===== src/rtl/operand_bank_reducer.sv =====
// rtl/operand_bank_reducer.sv - NCH-channel operand bank with a multi-cycle sum/xor/max/min reducer
module operand_bank_reducer #(
  parameter int WIDTH = 4,
  parameter int NCH   = 4,
  localparam int IDX_W = $clog2(NCH)
) (
  input  logic             clk,
  input  logic             rst_n,
  input  logic             wr_en,
  input  logic [NCH-1:0]   wr_sel,
  input  logic [WIDTH-1:0] wr_data,
  input  logic [1:0]       mode,
  input  logic             start,
  output logic             busy,
  output logic             done,
  output logic [WIDTH-1:0] result,
  output logic             ovf
);

  typedef enum logic {IDLE, RUN} state_t;

  localparam logic [1:0]       MODE_SUM = 2'b00;
  localparam logic [1:0]       MODE_XOR = 2'b01;
  localparam logic [1:0]       MODE_MAX = 2'b10;
  localparam logic [IDX_W-1:0] LAST_IDX = IDX_W'(NCH - 1);

  state_t           state_q;
  logic [IDX_W-1:0] idx_q;
  logic [WIDTH-1:0] acc_q;
  logic [1:0]       mode_q;
  logic             carry_q;
  logic [WIDTH-1:0] ops_q [NCH];
  logic [WIDTH-1:0] result_q;
  logic             ovf_q;
  logic             done_q;
  logic             busy_q;

  logic [WIDTH-1:0] cur_op;
  logic [WIDTH:0]   sum_w;
  logic [WIDTH-1:0] step_d;
  logic             step_carry;

  // Explicit mux keeps out-of-range indices (non power-of-two NCH) harmless.
  always_comb begin
    cur_op = '0;
    for (int i = 0; i < NCH; i++) begin
      if (idx_q == IDX_W'(i)) cur_op = ops_q[i];
    end
  end

  assign sum_w = {1'b0, acc_q} + {1'b0, cur_op};

  always_comb begin
    step_d     = '0;
    step_carry = 1'b0;
    case (mode_q)
      MODE_SUM: begin
        step_d     = sum_w[WIDTH-1:0];
        step_carry = sum_w[WIDTH];
      end
      MODE_XOR: step_d = acc_q ^ cur_op;
      MODE_MAX: step_d = (cur_op > acc_q) ? cur_op : acc_q;
      default:  step_d = (cur_op < acc_q) ? cur_op : acc_q;
    endcase
  end

  always_ff @(posedge clk) begin
    if (!rst_n) begin
      for (int i = 0; i < NCH; i++) ops_q[i] <= '0;
    end else if (wr_en && !busy_q) begin
      for (int i = 0; i < NCH; i++) begin
        if (wr_sel[i]) ops_q[i] <= wr_data;
      end
    end
  end

  always_ff @(posedge clk) begin
    if (!rst_n) begin
      state_q  <= IDLE;
      idx_q    <= '0;
      acc_q    <= '0;
      mode_q   <= '0;
      carry_q  <= 1'b0;
      result_q <= '0;
      ovf_q    <= 1'b0;
      done_q   <= 1'b0;
      busy_q   <= 1'b0;
    end else begin
      done_q <= 1'b0;
      case (state_q)
        IDLE: begin
          if (start) begin
            mode_q  <= mode;
            acc_q   <= (mode == 2'b11) ? {WIDTH{1'b1}} : '0;
            idx_q   <= '0;
            carry_q <= 1'b0;
            busy_q  <= 1'b1;
            state_q <= RUN;
          end
        end
        RUN: begin
          acc_q <= step_d;
          idx_q <= idx_q + IDX_W'(1);
          if (step_carry) carry_q <= 1'b1;
          if (idx_q == LAST_IDX) begin
            result_q <= step_d;
            ovf_q    <= carry_q | step_carry;
            done_q   <= 1'b1;
            busy_q   <= 1'b0;
            state_q  <= IDLE;
          end
        end
        default: state_q <= IDLE;
      endcase
    end
  end

  assign busy   = busy_q;
  assign done   = done_q;
  assign result = result_q;
  assign ovf    = ovf_q;

endmodule


===== config.mk =====
export PLATFORM = sky130hd
export DESIGN_NAME = operand_bank_reducer
export DESIGN_NICKNAME = d
export VERILOG_FILES = /design/src/rtl/operand_bank_reducer.sv
export SDC_FILE = /design/constraint.sdc
export NUM_CORES = 1
export LEC_CHECK = 0
export CORE_MARGIN = 3
export CORE_UTILIZATION = 35
export DETAILED_ROUTE_END_ITERATION = 16
export DONT_BUFFER_PORTS = 1
export GPL_TIMING_DRIVEN = 1
export HOLD_SLACK_MARGIN = 0.05
export PLACE_DENSITY = 0.57
export SYNTH_ARGS = -nofsm -noshare
export SYNTH_HDL_FRONTEND = slang
export SYNTH_SLANG_ARGS = --single-unit

===== constraint.sdc =====
create_clock -name clk -period 3 [get_ports clk]
set_input_delay 0.3 -clock clk [delete_from_list [all_inputs] [get_ports clk]]
set_output_delay 0.3 -clock clk [all_outputs]
set_load 0.01 [all_outputs]

; ---- Word level (Yosys, flattened, before mapping)
; Memory sizes are Yosys's and may differ from the RTL's.
; Cells that the tools add are included.
[word_totals]
inputBits = 14
ramBits = 16
word_cells = 83
memories = 1
output_inout_bits = 7
regBits = 17
[classes]
mux = 44
n_eq_ne = 9
addsub = 2
order_cmp = 2
bitwise_logic = 7
n_reduce_logical = 9
[memory_table]
columns = name, words, width, read_ports, rd_ports_with_merged_regs, wr, line_no
row1 = ops_q, 4, 4, 4, 0, 4, 32  ; logic [WIDTH-1:0] ops_q [NCH];
[ops]
columns = operator, count
row1 = two-way mux 4 bit, 12
row2 = two-way mux 1 bit, 25
row3 = case mux 4 bit (3 select lines), 1
row4 = AND reduction 2 bit, 5
row5 = "== test 2 bit, second input constant", 4
row6 = case mux 4 bit (2 select lines), 1
row7 = case mux 1 bit (2 select lines), 3
row8 = adder 4 x 4 -> 5 bit, 1
row9 = bitwise OR 1 bit, 5
row10 = "== test 2 x 1 -> 1 bit, second input constant", 2
row11 = > comparator 4 bit, 1
row12 = logical NOT 2 bit, 2
row13 = < comparator 4 bit, 1
row14 = "!= test 2 x 1 -> 1 bit, second input constant", 2
row15 = case mux 2 bit (2 select lines), 1
row16 = XOR 4 bit, 1
row17 = "adder 2 x 1 -> 2 bit, second input constant", 1
row18 = two-way mux 2 bit, 1
row19 = "!= test 2 bit, second input constant", 1
row20 = logical AND 1 bit, 1
row21 = logical NOT 1 bit, 1
row22 = NOT 1 bit, 1

; ---- Logic depth before layout (Yosys ltp)
; Gate-level depths: netlist of the first run.
[logic_depth]
word_depth = 9
mapped_depth = 15
depth_no_buf = 15

; ---- Least setup slack after synthesis of the first run
; Ideal clock, no wire load.
[synth_path]
path_type = reg-to-reg
startpoint = register idx_q[0]
endpoint = register result_q[2] (netlist: result[2])
path_stages_with_launch = 14
t_arrival_ns = 2.768
setup_ns = 0.135
path_buffers = 0
t_required_ns = 2.865
path_slack_ns = 0.097
synth_period_minus_slack_ns = 2.903
cell_sequence = dfxtp_1 > inv_1 > ha_1 > a211oi_1 > o21ai_0 > nand2_1 > inv_1 > ha_1 > nor2b_1 > o21a_4 > o211a_1 > o32a_1 > a2111oi_0 > nor4b_1
[synth_between]
elab_chain_len = 8
word_cells_on_any_way = 16
cone_classes = add/sub (1) / order compare (2) / eq/ne (3) / mux (7) / bitwise (1) / reduce/logical (2)
[synth_lines]
columns = element, line_no
row1 = "start, declared", 28  ; logic [IDX_W-1:0] idx_q;
row2 = "start signal, assigned", 103  ; idx_q <= idx_q + IDX_W'(1);
row3 = logical NOT 2 bit, 47  ; if (idx_q == IDX_W'(i)) cur_op = ops_q[i];
row4 = two-way mux 4 bit (4 in series), 47
row5 = < comparator 4 bit or > comparator 4 bit (tied branches), "63, 62"
row6 = two-way mux 4 bit (on tied branches), "63, 62"
row7 = case mux 4 bit (3 select lines), 56  ; case (mode_q)
row8 = "end signal, assigned", 106  ; result_q <= step_d;
row9 = "end, declared", 33  ; logic [WIDTH-1:0] result_q;
; Several ways; a longest one is shown, not always the timed one.
; A chain may end at the register's enable or synchronous reset.

; ---- Worst setup path in the final report of the first run
[layout_path]
startpoint = register idx_q[1]
endpoint = register result_q[3] (netlist: result[3])
; The elaborated chain is that of the path after synthesis.

==> impl_metrics.ini, run 1 <==
[detailed_routing]
wl_per_cell_microns = 15.13
num_vias = 1585
postRouteAntennaNets = 0
first_iter_violations = 119
first_pass_iters = 4
via_per_inst = 5.355
drc_errors = 0
finalWirelength_mm = 4.477

[grt]
grt_pass1_vias = 1527
gr-total-overflow = 0
grt_pass1_wl_mm = 7.389
antenna_found_initial = 0
track_usage_pct = 14.85
grt_max_degree = 26

[finish]
fin_cells = 296
final.fill_count = 511
stdcell_area_sq_mm = 0.002218
area_growth_pct = 13.65
drive_above_1_share_pct = 15.93
final_util_pct = 42.36
diodes = 0
regArea_sq_um = 825.8
fin_nets = 252
multiInputGateArea_sq_mm = 0.001084

[floorplan]
rows = 26
core_area_sq_mm = 0.005238
dieArea_sq_mm = 0.006508
die_w_microns = 80.68
initial_core_util_pct = 37.27
die_y_microns = 80.68
pin_count = 21

[hold_path]
hold_class = in -> reg

[timing]
tightest_slew_ps = 436.2
rsz0062_at_grt = false
drv_slew = 0
finalCriticalPeriod_ps = 2807
fin_crit_sh_pct = 93.57
setup_viol = 0
slew_headroom_pct = 70.71
fmax_ghz = 0.3562
final-hold-violation-count = 0
finalClockSkew_ps = 8.932

[clock_tree]
insertion_delay_ps = 280
numClockSinks = 33
cts_tree = yes
cts_made_buffers = 5
cts_htree_levels = 2
hold_buffers = 0
path_clk_slew_ps = 70
cts_buffer_depth = 2
root_buffer = clkbuf_8

[worst_setup_path]
worst-endpoint-arrival_ps = 2970
endpoint_kind = flop
critical_path_class = reg -> reg
path_max_fanout = 4
critPathLaunchType = flop
required_ps = 3160

[synthesis]
yosysWarnings = 0
syn_inst = 215
syn_area_sq_mm = 0.001952
synthDistinctLibCells = 44
synthTopCellsByArea = edfxtp_1, dfxtp_1, ha_1
synth_ff_type = dfxtp_1
syn_nets = 242
netlist_top_cells_count = nand2_1, nor2_1, and3_1
yosysMostFrequentCell = nand2_1
synth_seq_area_share_pct = 42.05
async_flop_share_pct = 0
ys_ff_latch = 33
syn_area_per_cell_sq_um = 9.078
synth_edf_count = 16
synth_top_area_share_pct = 24.62
synth_area_leader_cell = edfxtp_1

[placed_design]
port_buffers = 0
dp_cells = 287
hpwl_mm = 3.339
globalplace.congestion = 0.8047
placed_area_sq_mm = 0.002057

[pwr]
power_density_mw_per_mm2 = 518.2
ir_worst_vdd_uv = 276.0
power.leakage_uw = 0.0009079

[flow_run]
drv_cap = 0

[status]
outcome = finished clean
==> kinds of logic (layout without fill, tap and decap cells) <==
family          after synthesis  count (layout)  share of synthesized area, %
compound gates               56              56                         19.10
fa+ha+maj                    13              13                         8.718
mux                           1               1                        0.5769
simple gates                 87              87                         22.82
xor+xnor                      2               2                        0.8976
flops                        33              33                         42.05
buf+inv                      23              34                         5.833
==> through the flow <==
stage | power (uW) | setup TNS (ps) | setup WS, ps | hold slack (ps)
after floorplan | 730.4 | 0 | 96.81 | 455.0
after global placement | 804.7 | 0 | 9.108 | 423.1
after detailed placement | 804.3 | -170.1 | -86.59 | 432.7
after CTS | 1129 | -10.81 | -10.81 | 135.5
after global routing | 1217 | 0 | 21.33 | 124.6
final | 1150 | 0 | 192.9 | 141.0
==> final cells by class <==
type                    count  share of cell area [%]
clock inverters             2                  0.4512
repair buffers             11                   3.723
flip-flops and latches     33                   37.23
multi-input cells         159                   48.84
inverters                  15                   2.538
well taps                  70                   3.948
clock buffers               6                   3.271
==> per-layer routing <==
layer  global-route usage, %  share of wire, %  vias to the layer above
met5                       0                 0                        -
met4                   5.236              0.76                        0
met3                   2.915               5.9                        5
met2                   23.68                48                       58
met1                   19.92                46                      728
li1                        -                 -                      794
==> critical path, cell delays in order (launching register included) <==
cell	delay [ps]
dfxtp_4	360
inv_1	50
buf_4	130
ha_2	190
nand2_1	90
o21ai_1	60
a22o_1	260
ha_1	310
and2b_4	260
nand3_1	100
buf_4	150
o21ai_2	70
mux2_2	350
a21oi_1	170
o21ai_0	120
==> sequential cells by signal, indices dropped and copies added (netlist names) <==
signal   cells
acc_q        4
busy         1
carry_q      1
done         1
idx_q        2
mode_q       2
ops_q       16
ovf          1
result       4
state_q      1
==> power by group <==
part	total (uW)	internal, uW	leakage [uW]	switching [uW]
registers	523	499	0.000310	23.8
logic	306	139	0.000553	166
clock network	321	161	0.0000450	160
==> placed cells by master (no fill, tap or decap), types with 3 or more instances in the layout <==
cell and n:
and2_1 3, nand3_1 4, nand2_1 20, o211a_1 3, buf_4 11, a2111oi_2 4
nor3_1 6, and3_1 18, o21ai_1 3, ha_1 7, inv_1 13, dfxtp_1 15
nor2_1 19, a21oi_1 13, a211oi_1 3, nor2b_1 11, o21ai_0 12, clkbuf_8 5
edfxtp_1 16, ha_2 3
==> final timing paths <==
| kind | from | end | slack [ps] | cells after the start |
|---|---|---|---|---|
| hold / removal | rst_n | idx_q[0] | 140 | 1 |
| hold reg to reg | carry_q | carry_q | 500 | 2 |
| setup reg to reg | idx_q[1] | result[3] | 190 | 14 |
| setup / recovery | idx_q[1] | result[3] | 190 | 14 |
==> timing repair <==
item	4_1_cts	5_1_grt
setup endpoints to repair	4	8
pin swaps	0	6
buffers inserted	0	1
gates cloned	0	0
resized for setup	5	17
No activity file was read; power rests on OpenSTA's default activity.
==> run 2: changes to the inputs <==
PLACE_DENSITY = 0.48   (was 0.57)
==> impl_metrics.ini, run 2 (synthesis gave the netlist of run 1 again) <==
[placed_design]
globalplace.congestion = 0.8648
placed_area_sq_mm = 0.002110
hpwl_mm = 3.590
port_buffers = 0
dp_cells = 294
pre_cts_ws_ps = -84.64

[finish]
diodes = 0
drive_above_1_share_pct = 20.69
regArea_sq_um = 828.3
fin_nets = 258
area_growth_pct = 18.01
largest_reg_flops = 16
fin_cells = 302
multiInputGateArea_sq_mm = 0.001112
largest_register = ops_q
layout_common_cells = nand2_1, nor2_1, and3_1
final.fill_count = 524
stdcell_area_sq_mm = 0.002303

[timing]
final-hold-violation-count = 0
slew_headroom_pct = 68.96
fin_crit_sh_pct = 96.34
finalClockSkew_ps = 9.974
drv_slew = 0
fmax_ghz = 0.3460
finalCriticalPeriod_ps = 2890
setup-tns-final_ps = 0
tightest_slew_ps = 465.2
fin_ws_ps = 109.8
setup_viol = 0

[detailed_routing]
wl_per_cell_microns = 15.94
postRouteAntennaNets = 0
first_pass_iters = 4
first_iter_violations = 92
via_per_inst = 5.391
drc_errors = 0
num_vias = 1628
finalWirelength_mm = 4.814

[clock_tree]
cts_made_buffers = 5
path_clk_slew_ps = 70
numClockSinks = 33
post_cts_buffers = 0
cts_htree_levels = 2
cts_buffer_depth = 2
hold_buffers = 0
cts_tree = yes
insertion_delay_ps = 290
root_buffer = clkbuf_8

[hold_path]
whs_path_depth = 1
hold_class = in -> reg

[grt]
antenna_found_initial = 0
track_usage_pct = 15.29
grt_pass1_wl_mm = 7.507
grt_max_degree = 26
gr-total-overflow = 0
grt_pass1_vias = 1498

[worst_setup_path]
worst-endpoint-arrival_ps = 3050
regToRegSetupSlack_ps = 110
critical_path_class = reg -> reg
path_max_fanout = 4
r2r_cells = 14
required_ps = 3160
endpoint_kind = flop
critPathLaunchType = flop

[floorplan]
pin_count = 21
initial_core_util_pct = 37.27
die_w_microns = 80.68
core_area_sq_mm = 0.005238
dieArea_sq_mm = 0.006508
die_y_microns = 80.68
rows = 26

[pwr]
ir_worst_vdd_uv = 258.3
power_density_mw_per_mm2 = 520.7
power.leakage_uw = 0.0009468

[flow_run]
drv_cap = 0

[status]
outcome = finished clean
-- run 2: worst paths after layout --
| check | start | end |
|---|---|---|
| worst max-delay path | idx_q[0] | acc_q[0] |
| worst min-delay path | rst_n | state_q |
| worst max register to register | idx_q[0] | acc_q[0] |
| worst min register to register | result[0] | result[0] |
-- run 2: critical path: stages (launching register included) --
cell,delay (ps)
dfxtp_4,380
inv_2,60
buf_4,140
ha_4,160
nand2_1,80
o21ai_1,70
a22o_1,250
ha_1,290
and2b_4,200
o21a_4,120
o211a_1,240
buf_4,140
or4_4,480
nand3b_1,100
o22ai_1,70
-- run 2: cell type report --
type | instances | share of cell area, %
Sequential cell | 33 | 35.96
Clock inverter | 2 | 0.3802
Tap cell | 70 | 3.802
Multi-Input combinational cell | 159 | 48.29
Timing Repair Buffer | 17 | 5.540
Inverter | 15 | 2.444
Clock buffer | 6 | 3.585
-- run 2: repair_timing --
action	in CTS	in global routing
resized for setup	6	26
hold endpoints to repair	0	0
setup endpoints to repair	4	8
pin swaps	0	8
gates cloned	0	0
-- run 2: power breakdown --
group,internal [uW],switching (uW),leakage [uW]
Sequential,499,24.2,0.000310
Clock,182,162,0.0000486
Combinational,155,177,0.000588
-- run 2: layer usage --
layer | vias up | global-route usage [%] | routed length [microns]
met5 | - | 0 | 0
met2 | 47 | 21.61 | 2156
met3 | 8 | 4.372 | 310
met4 | 0 | 5.743 | 74
li1 | 812 | - | -
met1 | 761 | 21.81 | 2273
-- run 2: stage by stage --
step / power [uW] / utilization (%) / hold WS (ps)
floorplan: 730.4 / - / 455.0
global placement: 824.2 / 40.28 / 424.3
detailed placement: 826.0 / 40.28 / 425.4
CTS: 1168 / 42.14 / 135.2
global route: 1266 / 43.98 / 119.9
finish: 1199 / 43.98 / 141.8
